<file path="src/rtl/irrigation_timer_pkg.sv">
`default_nettype none
// ============================================================================
// irrigation_timer_pkg : shared state encoding, digit limits, BCD load check
// Revision: 1.0
// ============================================================================
package irrigation_timer_pkg;

    typedef enum logic [1:0] {
        IDLE  = 2'd0,
        ARMED = 2'd1,
        RUN   = 2'd2,
        DONE  = 2'd3
    } state_t;

    localparam int SEC_U_MAX = 9;
    localparam int SEC_D_MAX = 5;
    localparam int MIN_U_MAX = 9;
    localparam int MIN_D_MAX = 3;

    // min_d needs no check: its 2-bit field cannot exceed MIN_D_MAX
    function automatic logic bcd_valid(input logic [3:0] min_u,
                                       input logic [2:0] sec_d,
                                       input logic [3:0] sec_u);
        return (min_u <= 4'(MIN_U_MAX)) && (sec_d <= 3'(SEC_D_MAX)) &&
               (sec_u <= 4'(SEC_U_MAX));
    endfunction

endpackage
`default_nettype wire

</file>
<file path="src/rtl/irrigation_countdown_timer_digit.sv">
`default_nettype none
// ============================================================================
// bcd_down_digit : one loadable down-counting digit that wraps 0 -> MAX
// Revision: 1.0
// ============================================================================
module bcd_down_digit
    import irrigation_timer_pkg::*;
#(
    parameter int WIDTH = 4,
    parameter int MAX   = 9
) (
    input  logic             clock,
    input  logic             reset,
    input  logic             dec_en,
    input  logic             load,
    input  logic [WIDTH-1:0] load_val,
    output logic [WIDTH-1:0] digit,
    output logic             is_zero,
    output logic             borrow_out
);

    logic [WIDTH-1:0] r_digit;

    always_ff @(posedge clock) begin
        if (reset) begin
            r_digit <= '0;
        end else if (load) begin
            r_digit <= load_val;
        end else if (dec_en) begin
            r_digit <= (r_digit == '0) ? WIDTH'(MAX) : r_digit - 1'b1;
        end
    end

    assign digit      = r_digit;
    assign is_zero    = (r_digit == '0);
    assign borrow_out = dec_en & is_zero;

endmodule
`default_nettype wire

</file>
<file path="src/rtl/irrigation_countdown_timer.sv">
`default_nettype none
// ============================================================================
// irrigation_countdown_timer : BCD mm:ss countdown with preset/default load
// Revision: 1.0
// ============================================================================
module irrigation_countdown_timer
    import irrigation_timer_pkg::*;
#(
    parameter bit TICK_ACTIVE   = 1'b1,
    parameter int DEFAULT_MIN_D = 0,
    parameter int DEFAULT_MIN_U = 5,
    parameter int DEFAULT_SEC_D = 0,
    parameter int DEFAULT_SEC_U = 0
) (
    input  logic       clock,
    input  logic       reset,
    input  logic       tick_1hz,
    input  logic       enable,
    input  logic       load,
    input  logic       load_default,
    input  logic [1:0] preset_min_d,
    input  logic [3:0] preset_min_u,
    input  logic [2:0] preset_sec_d,
    input  logic [3:0] preset_sec_u,
    output logic [1:0] minutes_d,
    output logic [3:0] minutes_u,
    output logic [2:0] seconds_d,
    output logic [3:0] seconds_u,
    output logic       running,
    output logic       expired,
    output logic       conflicting_values
);

    state_t     r_state, w_state_next;
    logic       r_expired, r_conflict;
    logic       w_load_any, w_load_valid, w_load_zero, w_tick, w_dec, w_at_one;
    logic [1:0] w_sel_min_d, w_ld_min_d;
    logic [3:0] w_sel_min_u, w_ld_min_u, w_sel_sec_u, w_ld_sec_u;
    logic [2:0] w_sel_sec_d, w_ld_sec_d;
    logic       w_borrow_su, w_borrow_sd, w_borrow_mu, w_borrow_md;
    logic       w_zero_su, w_zero_sd, w_zero_mu, w_zero_md;
    logic       w_unused;

    // explicit preset beats the parameter defaults
    assign w_load_any  = load | load_default;
    assign w_sel_min_d = load ? preset_min_d : 2'(DEFAULT_MIN_D);
    assign w_sel_min_u = load ? preset_min_u : 4'(DEFAULT_MIN_U);
    assign w_sel_sec_d = load ? preset_sec_d : 3'(DEFAULT_SEC_D);
    assign w_sel_sec_u = load ? preset_sec_u : 4'(DEFAULT_SEC_U);

    assign w_load_valid = bcd_valid(w_sel_min_u, w_sel_sec_d, w_sel_sec_u);
    assign w_load_zero  = ({w_sel_min_d, w_sel_min_u, w_sel_sec_d, w_sel_sec_u} == '0);
    assign w_ld_min_d   = w_load_valid ? w_sel_min_d : '0;
    assign w_ld_min_u   = w_load_valid ? w_sel_min_u : '0;
    assign w_ld_sec_d   = w_load_valid ? w_sel_sec_d : '0;
    assign w_ld_sec_u   = w_load_valid ? w_sel_sec_u : '0;

    // a load in the same cycle swallows the tick
    assign w_tick   = (tick_1hz == TICK_ACTIVE);
    assign w_dec    = (r_state == RUN) & enable & w_tick & ~w_load_any;
    assign w_at_one = w_zero_md & w_zero_mu & w_zero_sd & (seconds_u == 4'd1);

    bcd_down_digit #(.WIDTH(4), .MAX(SEC_U_MAX)) u_sec_u (
        .clock(clock), .reset(reset), .dec_en(w_dec), .load(w_load_any),
        .load_val(w_ld_sec_u), .digit(seconds_u), .is_zero(w_zero_su),
        .borrow_out(w_borrow_su)
    );
    bcd_down_digit #(.WIDTH(3), .MAX(SEC_D_MAX)) u_sec_d (
        .clock(clock), .reset(reset), .dec_en(w_borrow_su), .load(w_load_any),
        .load_val(w_ld_sec_d), .digit(seconds_d), .is_zero(w_zero_sd),
        .borrow_out(w_borrow_sd)
    );
    bcd_down_digit #(.WIDTH(4), .MAX(MIN_U_MAX)) u_min_u (
        .clock(clock), .reset(reset), .dec_en(w_borrow_sd), .load(w_load_any),
        .load_val(w_ld_min_u), .digit(minutes_u), .is_zero(w_zero_mu),
        .borrow_out(w_borrow_mu)
    );
    bcd_down_digit #(.WIDTH(2), .MAX(MIN_D_MAX)) u_min_d (
        .clock(clock), .reset(reset), .dec_en(w_borrow_mu), .load(w_load_any),
        .load_val(w_ld_min_d), .digit(minutes_d), .is_zero(w_zero_md),
        .borrow_out(w_borrow_md)
    );

    // RUN never holds 00:00, so the top digit can never borrow
    assign w_unused = &{1'b0, w_borrow_md, w_zero_su};

    always_comb begin
        w_state_next = r_state;
        if (w_load_any) begin
            w_state_next = (!w_load_valid || w_load_zero) ? IDLE : ARMED;
        end else begin
            case (r_state)
                ARMED: if (enable) w_state_next = RUN;
                RUN: begin
                    if (!enable)                w_state_next = ARMED;
                    else if (w_tick && w_at_one) w_state_next = DONE;
                end
                default: w_state_next = r_state;
            endcase
        end
    end

    always_ff @(posedge clock) begin
        if (reset) begin
            r_state    <= IDLE;
            r_expired  <= 1'b0;
            r_conflict <= 1'b0;
        end else begin
            r_state   <= w_state_next;
            r_expired <= (r_state == RUN) && (w_state_next == DONE);
            if (w_load_any) r_conflict <= ~w_load_valid;
        end
    end

    assign running            = (r_state == RUN);
    assign expired            = r_expired;
    assign conflicting_values = r_conflict;

endmodule
`default_nettype wire

</file>
<file path="config.mk">
export PLATFORM = sky130hd
export DESIGN_NAME = irrigation_countdown_timer
export DESIGN_NICKNAME = d
export VERILOG_FILES = /design/src/rtl/irrigation_timer_pkg.sv /design/src/rtl/irrigation_countdown_timer_digit.sv /design/src/rtl/irrigation_countdown_timer.sv
export SDC_FILE = /design/constraint.sdc
export NUM_CORES = 1
export LEC_CHECK = 0
export ABC_AREA = 1
export ABC_CLOCK_PERIOD_IN_PS = 2100
export BUFFER_PORTS_ARGS = -buffer_cell sky130_fd_sc_hd__buf_4
export CORE_ASPECT_RATIO = 1.75
export CORE_MARGIN = 2
export CORE_UTILIZATION = 30
export DETAILED_ROUTE_END_ITERATION = 10
export PLACE_DENSITY = 0.5
export SETUP_SLACK_MARGIN = 0.2
export SLEW_MARGIN = 30
export SYNTH_ARGS = -nofsm -noshare
export SYNTH_HDL_FRONTEND = slang
export SYNTH_HIERARCHICAL = 1
export SYNTH_SLANG_ARGS = --single-unit
</file>
<file path="constraint.sdc">
create_clock -name clock -period 2.1 [get_ports clock]
set_clock_uncertainty 0.05 [all_clocks]
set_input_delay 0.42 -clock clock [delete_from_list [all_inputs] [get_ports clock]]
set_output_delay 0.42 -clock clock [all_outputs]
set_load 0.01 [all_outputs]
</file>
==> flow_metrics.py, run 1 <==
metrics = {
    "critical_path": {
        "start_kind": "flop",
        "setup.worst_path.class": "flop to flop",
        "endpoint_kind": "flop",
        "required_ps": 2210,
        "cp_max_fo": 3,
        "arrival_ps": 1820,
    },
    "clock_tree": {
        "cts-root-buf": "clkbuf_8",
        "htreeDepth": 1,
        "clock-sinks": 17,
        "cts_buffers": 3,
        "path_clk_slew_ps": 70,
        "ctsHoldBuffers": 0,
        "tritoncts": "built",
        "clock_latency_ps": 260,
        "cts.path.max_buffers": 2,
    },
    "place": {
        "dpl_cell_area_um2": 1637,
        "gp_congestion": 0.7660,
        "hpwlAfterDp_um": 2728,
        "numPortBuffers": 34,
    },
    "global_routing": {
        "grt_pass1_vias": 1386,
        "grt_max_degree": 22,
        "overflow": 0,
        "antenna_found_initial": 0,
        "grt_pass1_wl_um": 5837,
        "grt_usage_pct": 15.63,
    },
    "synth": {
        "synthCells": 227,
        "syn_area_per_cell_um2": 5.787,
        "synth_warnings": 6,
        "synth_area_um2": 1314,
        "syn_nets": 251,
    },
    "layout": {
        "fill_cells": 495,
        "drive_gt1_share_pct": 24.81,
        "diodes": 0,
        "final_nets": 291,
        "fin_area_um2": 1702,
        "seq_area_um2": 341.6,
        "multi_input_area_um2": 835.8,
        "area.growth.synth_to_final_pct": 29.52,
    },
    "sta": {
        "setup_violations": 0,
        "tightest_slew_ps": 326.5,
        "hold_viol_final": 0,
        "drv_slew": 0,
        "fin_setup_tns_ps": 0,
        "rsz0062_at_grt": "false",
        "post-route-period-util_pct": 81.50,
        "fmax_mhz": 584.3,
        "period_minus_slack_ps": 1712,
        "max_slew_margin_pct": 78.15,
    },
    "floorplan": {
        "die_w_um": 54.03,
        "die_y_um": 91.54,
        "initial_core_util_pct": 31.36,
        "placeableCoreArea_um2": 4189,
        "dieArea_um2": 4945,
        "io_pins": 35,
        "fp-row-count": 31,
    },
    "detailed_routing": {
        "drtPass1Iterations": 4,
        "postRouteAntennaNets": 0,
        "drtIter0Drc": 23,
        "via_count": 1445,
        "viasPerCell": 4.587,
        "drc": 0,
        "totalWireLength_um": 3580,
        "routedWlPerCell_um": 11.37,
    },
    "power": {
        "p_per_area_nw_per_um2": 500.0,
        "p_leak_nw": 0.8523,
        "vdd_drop_max_mv": 0.2248,
    },
    "min_path": {
        "hp-class": "input pin to flop",
    },
    "run_status": {
        "outcome": "complete, no violations",
    },
    "flow_run": {
        "max_cap_violations": 0,
    },
}
registers in the layout, indices dropped and copies added (netlist names):
signal              cells
conflicting_values      1
expired                 1
r_state                 2
u_min_d/digit           2
u_min_u/digit           4
u_sec_d/digit           3
u_sec_u/digit           4
power by group:
| group | switching, W | leakage [nW] | internal, W |
|---|---|---|---|
| clock network | 0.000125 | 0.0255 | 0.000132 |
| registers | 0.0000205 | 0.139 | 0.000340 |
| logic | 0.000134 | 0.687 | 0.0000993 |
| total | 0.000280 | 0.852 | 0.000571 |
worst max-delay path, stage by stage, from the launching register on:
cell and delay [ps]:
dfxtp_2 330, inv_1 50, ha_2 170, nand2_1 60, inv_2 60, nand2_2 60, nor2_4 90, inv_2 50
nor2_4 80, nand2_1 60, inv_2 60, inv_1 70, nor2_4 130, nor2_2 60, nand2_1 60, nand3_1 70
nand2_1 60, inv_1 30
worst paths after layout:
path                    start                to  slack, ps  depth (start not counted)
max                r_state[0]  u_min_d/digit[0]        390                         17
min                     reset  u_sec_u/digit[3]        420                          2
max reg2reg        r_state[0]  u_min_d/digit[0]        390                         17
min reg2reg  u_sec_d/digit[1]  u_sec_d/digit[1]        450                          2
layout make-up:
class	count	share of cell area (%)
multi-input combinational	173	49.12
sequential	17	20.07
timing repair buffer	39	17.21
inverter	33	7.279
tap	49	3.603
clock buffer	3	2.426
clock inverter	1	0.2941
per-stage QoR:
stage | hold WS [ps] | cells | utilization, % | power, W | worst slack, ps
final | 416.0 | 315 | 40.62 | 0.0008509 | 388.5
after global placement | 444.8 | 310 | 39.07 | 0.0006046 | 187.7
after floorplan | 439.1 | 227 | - | 0.0005150 | 213.9
after detailed placement | 445.9 | 310 | 39.07 | 0.0006008 | 204.6
after CTS | 416.8 | 314 | 40.17 | 0.0008698 | 259.4
after global routing | 429.0 | 315 | 40.62 | 0.0009165 | 215.9
routing by layer:
layer	GRT usage (%)	routed length (um)	vias up
li1	-	-	778
met1	17.74	1548	644
met2	27.34	1874	21
met3	1.809	123	2
met4	7.292	34	0
met5	0	0	-
repair_timing:
| item | 4_1_cts | 5_1_grt |
|---|---|---|
| setup buffers | 0 | 1 |
| endpoints found under the setup margin | 0 | 6 |
| resized for setup | 0 | 6 |
cell usage in the layout, fill, tap and decap left out, types with 2 or more instances in the layout:
cell type,n
a21oi_1,12
a22oi_1,2
buf_4,39
clkbuf_8,3
dfxtp_1,16
ha_1,4
inv_1,25
inv_2,8
nand2_1,65
nand2_2,3
nand3_1,10
nor2_1,48
nor2_2,4
nor2_4,3
nor3_1,2
nor3b_1,2
o211ai_1,2
o21ai_0,6
Power figures use the tool's default switching activity.
==> run 2: changes to the inputs <==
--- a/config.mk
+++ b/config.mk
@@ -6,13 +6,13 @@
 export NUM_CORES = 1
 export LEC_CHECK = 0
 export ABC_AREA = 1
-export ABC_CLOCK_PERIOD_IN_PS = 2100
+export ABC_CLOCK_PERIOD_IN_PS = 1600
 export BUFFER_PORTS_ARGS = -buffer_cell sky130_fd_sc_hd__buf_4
 export CORE_ASPECT_RATIO = 1.75
 export CORE_MARGIN = 2
 export CORE_UTILIZATION = 30
 export DETAILED_ROUTE_END_ITERATION = 10
-export PLACE_DENSITY = 0.5
+export PLACE_DENSITY = 0.48
 export SETUP_SLACK_MARGIN = 0.2
 export SLEW_MARGIN = 30
 export SYNTH_ARGS = -nofsm -noshare
==> constraint.sdc (replaced) <==
create_clock -name clock -period 1.6 [get_ports clock]
set_clock_uncertainty 0.05 [all_clocks]
set_input_delay 0.32 -clock clock [delete_from_list [all_inputs] [get_ports clock]]
set_output_delay 0.32 -clock clock [all_outputs]
set_load 0.01 [all_outputs]
==> flow_metrics.py, run 2 (synthesis gave the netlist of run 1 again) <==
metrics = {
    "floorplan": {
        "io_pins": 35,
        "dieArea_um2": 4945,
        "initial_core_util_pct": 31.36,
        "die_w_um": 54.03,
        "fp-row-count": 31,
        "die_y_um": 91.54,
        "placeableCoreArea_um2": 4189,
    },
    "detailed_routing": {
        "totalWireLength_um": 3944,
        "via_count": 1598,
        "drc": 0,
        "viasPerCell": 4.686,
        "routedWlPerCell_um": 11.57,
        "drtPass1Iterations": 4,
        "drtIter0Drc": 31,
        "postRouteAntennaNets": 0,
    },
    "global_routing": {
        "grt_pass1_wl_um": 6348,
        "grt_max_degree": 19,
        "grt_pass1_vias": 1538,
        "antenna_found_initial": 0,
        "grt_usage_pct": 17.03,
        "overflow": 0,
    },
    "power": {
        "p_per_area_nw_per_um2": 598.8,
        "p_switching_w": 0.0003969,
        "p_comb_share_pct": 32.9,
        "power_w": 0.001197,
        "switching_share_pct": 33.15,
        "internal-power_w": 0.0008004,
        "sequentialPowerShare_pct": 38.8,
        "clockPowerShare_pct": 28.3,
        "vdd_drop_max_mv": 0.4360,
        "p_leak_nw": 1.003,
    },
    "critical_path": {
        "start_kind": "flop",
        "endpoint_kind": "flop",
        "r2r-start": "r_state[0]",
        "path_cells": "inv_2 > ha_4 > nand2_2 > inv_2 > nand2_2 > nor2_4 > buf_4 > buf_4 > buf_6 > nor2_4 > buf_6 > nor2_2 > a21oi_2 > nor2_1",
        "critical-path-slowest-cell": "dfxtp_2",
        "arrival_ps": 1730,
        "setup.worst_path.class": "flop to flop",
        "required_ps": 1700,
        "slowest_delay_ps": 330,
        "worstSetupStartpoint": "r_state[0]",
        "cp_max_fo": 5,
    },
    "clock_tree": {
        "htreeDepth": 1,
        "ctsHoldBuffers": 0,
        "cts.path.max_buffers": 2,
        "clock-sinks": 17,
        "path_clk_slew_ps": 70,
        "clock_latency_ps": 260,
        "tritoncts": "built",
        "cts-root-buf": "clkbuf_8",
        "cts_buffers": 3,
    },
    "run_status": {
        "outcome": "finished, violations left",
        "violations": "setup timing",
    },
    "sta": {
        "tightest_slew_ps": 260.7,
        "rsz0062_at_grt": "true",
        "setup_violations": 4,
        "hold_viol_final": 0,
        "drv_slew": 0,
        "fmax_mhz": 614.5,
        "period_minus_slack_ps": 1627,
        "max_slew_margin_pct": 82.62,
        "timing.final.ws_setup_ps": -27.46,
        "post-route-period-util_pct": 101.7,
    },
    "place": {
        "hpwlAfterDp_um": 3071,
        "gp_congestion": 0.8061,
        "dp_cells": 330,
        "numPortBuffers": 34,
    },
    "min_path": {
        "hp-class": "input pin to flop",
        "hold_path.startpoint": "reset",
    },
    "flow_run": {
        "max_cap_violations": 0,
    },
    "layout": {
        "diodes": 0,
        "final_nets": 317,
        "stdcell_count": 341,
        "layout_common_cells": "62 x nand2_1, 61 x buf_4, 41 x nor2_1, 23 x inv_1, 14 x dfxtp_1",
        "area.growth.synth_to_final_pct": 52.19,
        "mostFrequentLayoutCell": "nand2_1",
        "drive_gt1_share_pct": 39.04,
        "fill_cells": 480,
    },
}
==> run 2: final cells by class <==
cell class,count,area [um^2],area share [%]
inverter,33,123.9,6.195
multi-input combinational,173,920.9,46.06
tap,49,61.31,3.066
sequential,17,344.1,17.21
timing repair buffer,65,503.0,25.16
clock buffer,3,41.29,2.065
clock inverter,1,5.005,0.2503
==> run 2: critical path: cells and delay by family, from the launching register on <==
kind                     cells  cell delay [ps]
adder cells (fa/ha/maj)      1              150
buffers and inverters        6              550
flip-flops                   1              330
AND/OR/NAND/NOR              6              330
AO/OA/AOI/OAI                1              100
==> run 2: metal layers <==
| metal | track usage, % | wire length, um | vias to the layer above |
|---|---|---|---|
| li1 | - | - | 833 |
| met2 | 32.52 | 2303 | 24 |
| met5 | 0 | 0 | - |
| met1 | 17.74 | 1479 | 737 |
| met4 | 5.625 | 51 | 0 |
| met3 | 1.974 | 109 | 4 |
==> run 2: power by group through the flow <==
stage	clock network, W	logic (W)	registers, W
2_1_floorplan	0	0.000195	0.000485
3_3_place_gp	0	0.000366	0.000471
3_5_place_dp	0	0.000362	0.000471
4_1_cts	0.000351	0.000381	0.000464
5_1_grt	0.000366	0.000438	0.000467
6_report	0.000339	0.000394	0.000465
==> run 2: timing repair <==
item	in CTS	in global routing
setup endpoints to repair	16	17
buffers inserted	5	2
resized for setup	23	9
pin swaps	20	18
==> run 2: stage by stage <==
step           setup slack (ps)  area [um^2]  util (%)  hold slack [ps]  setup TNS, ps
4_1_cts                  -71.38         1949     46.54            313.1         -139.8
2_1_floorplan            -147.9         1343         -            339.1         -578.8
3_5_place_dp             -128.6         1794     42.83            437.4         -647.3
3_3_place_gp             -96.72         1794     42.83            428.5         -516.4
6_report                 -27.46         1999     47.73            294.6         -44.90
5_1_grt                  -159.6         1999     47.73            314.2          -1467
==> run 2: path summary, 6_finish.rpt <==
path	to	slack, ps	cells past startpoint
setup / recovery	u_sec_u/digit[0]	-30	14
hold / removal	u_sec_d/digit[1]	290	2
setup reg to reg	u_sec_u/digit[0]	-30	14
hold reg to reg	conflicting_values	440	2
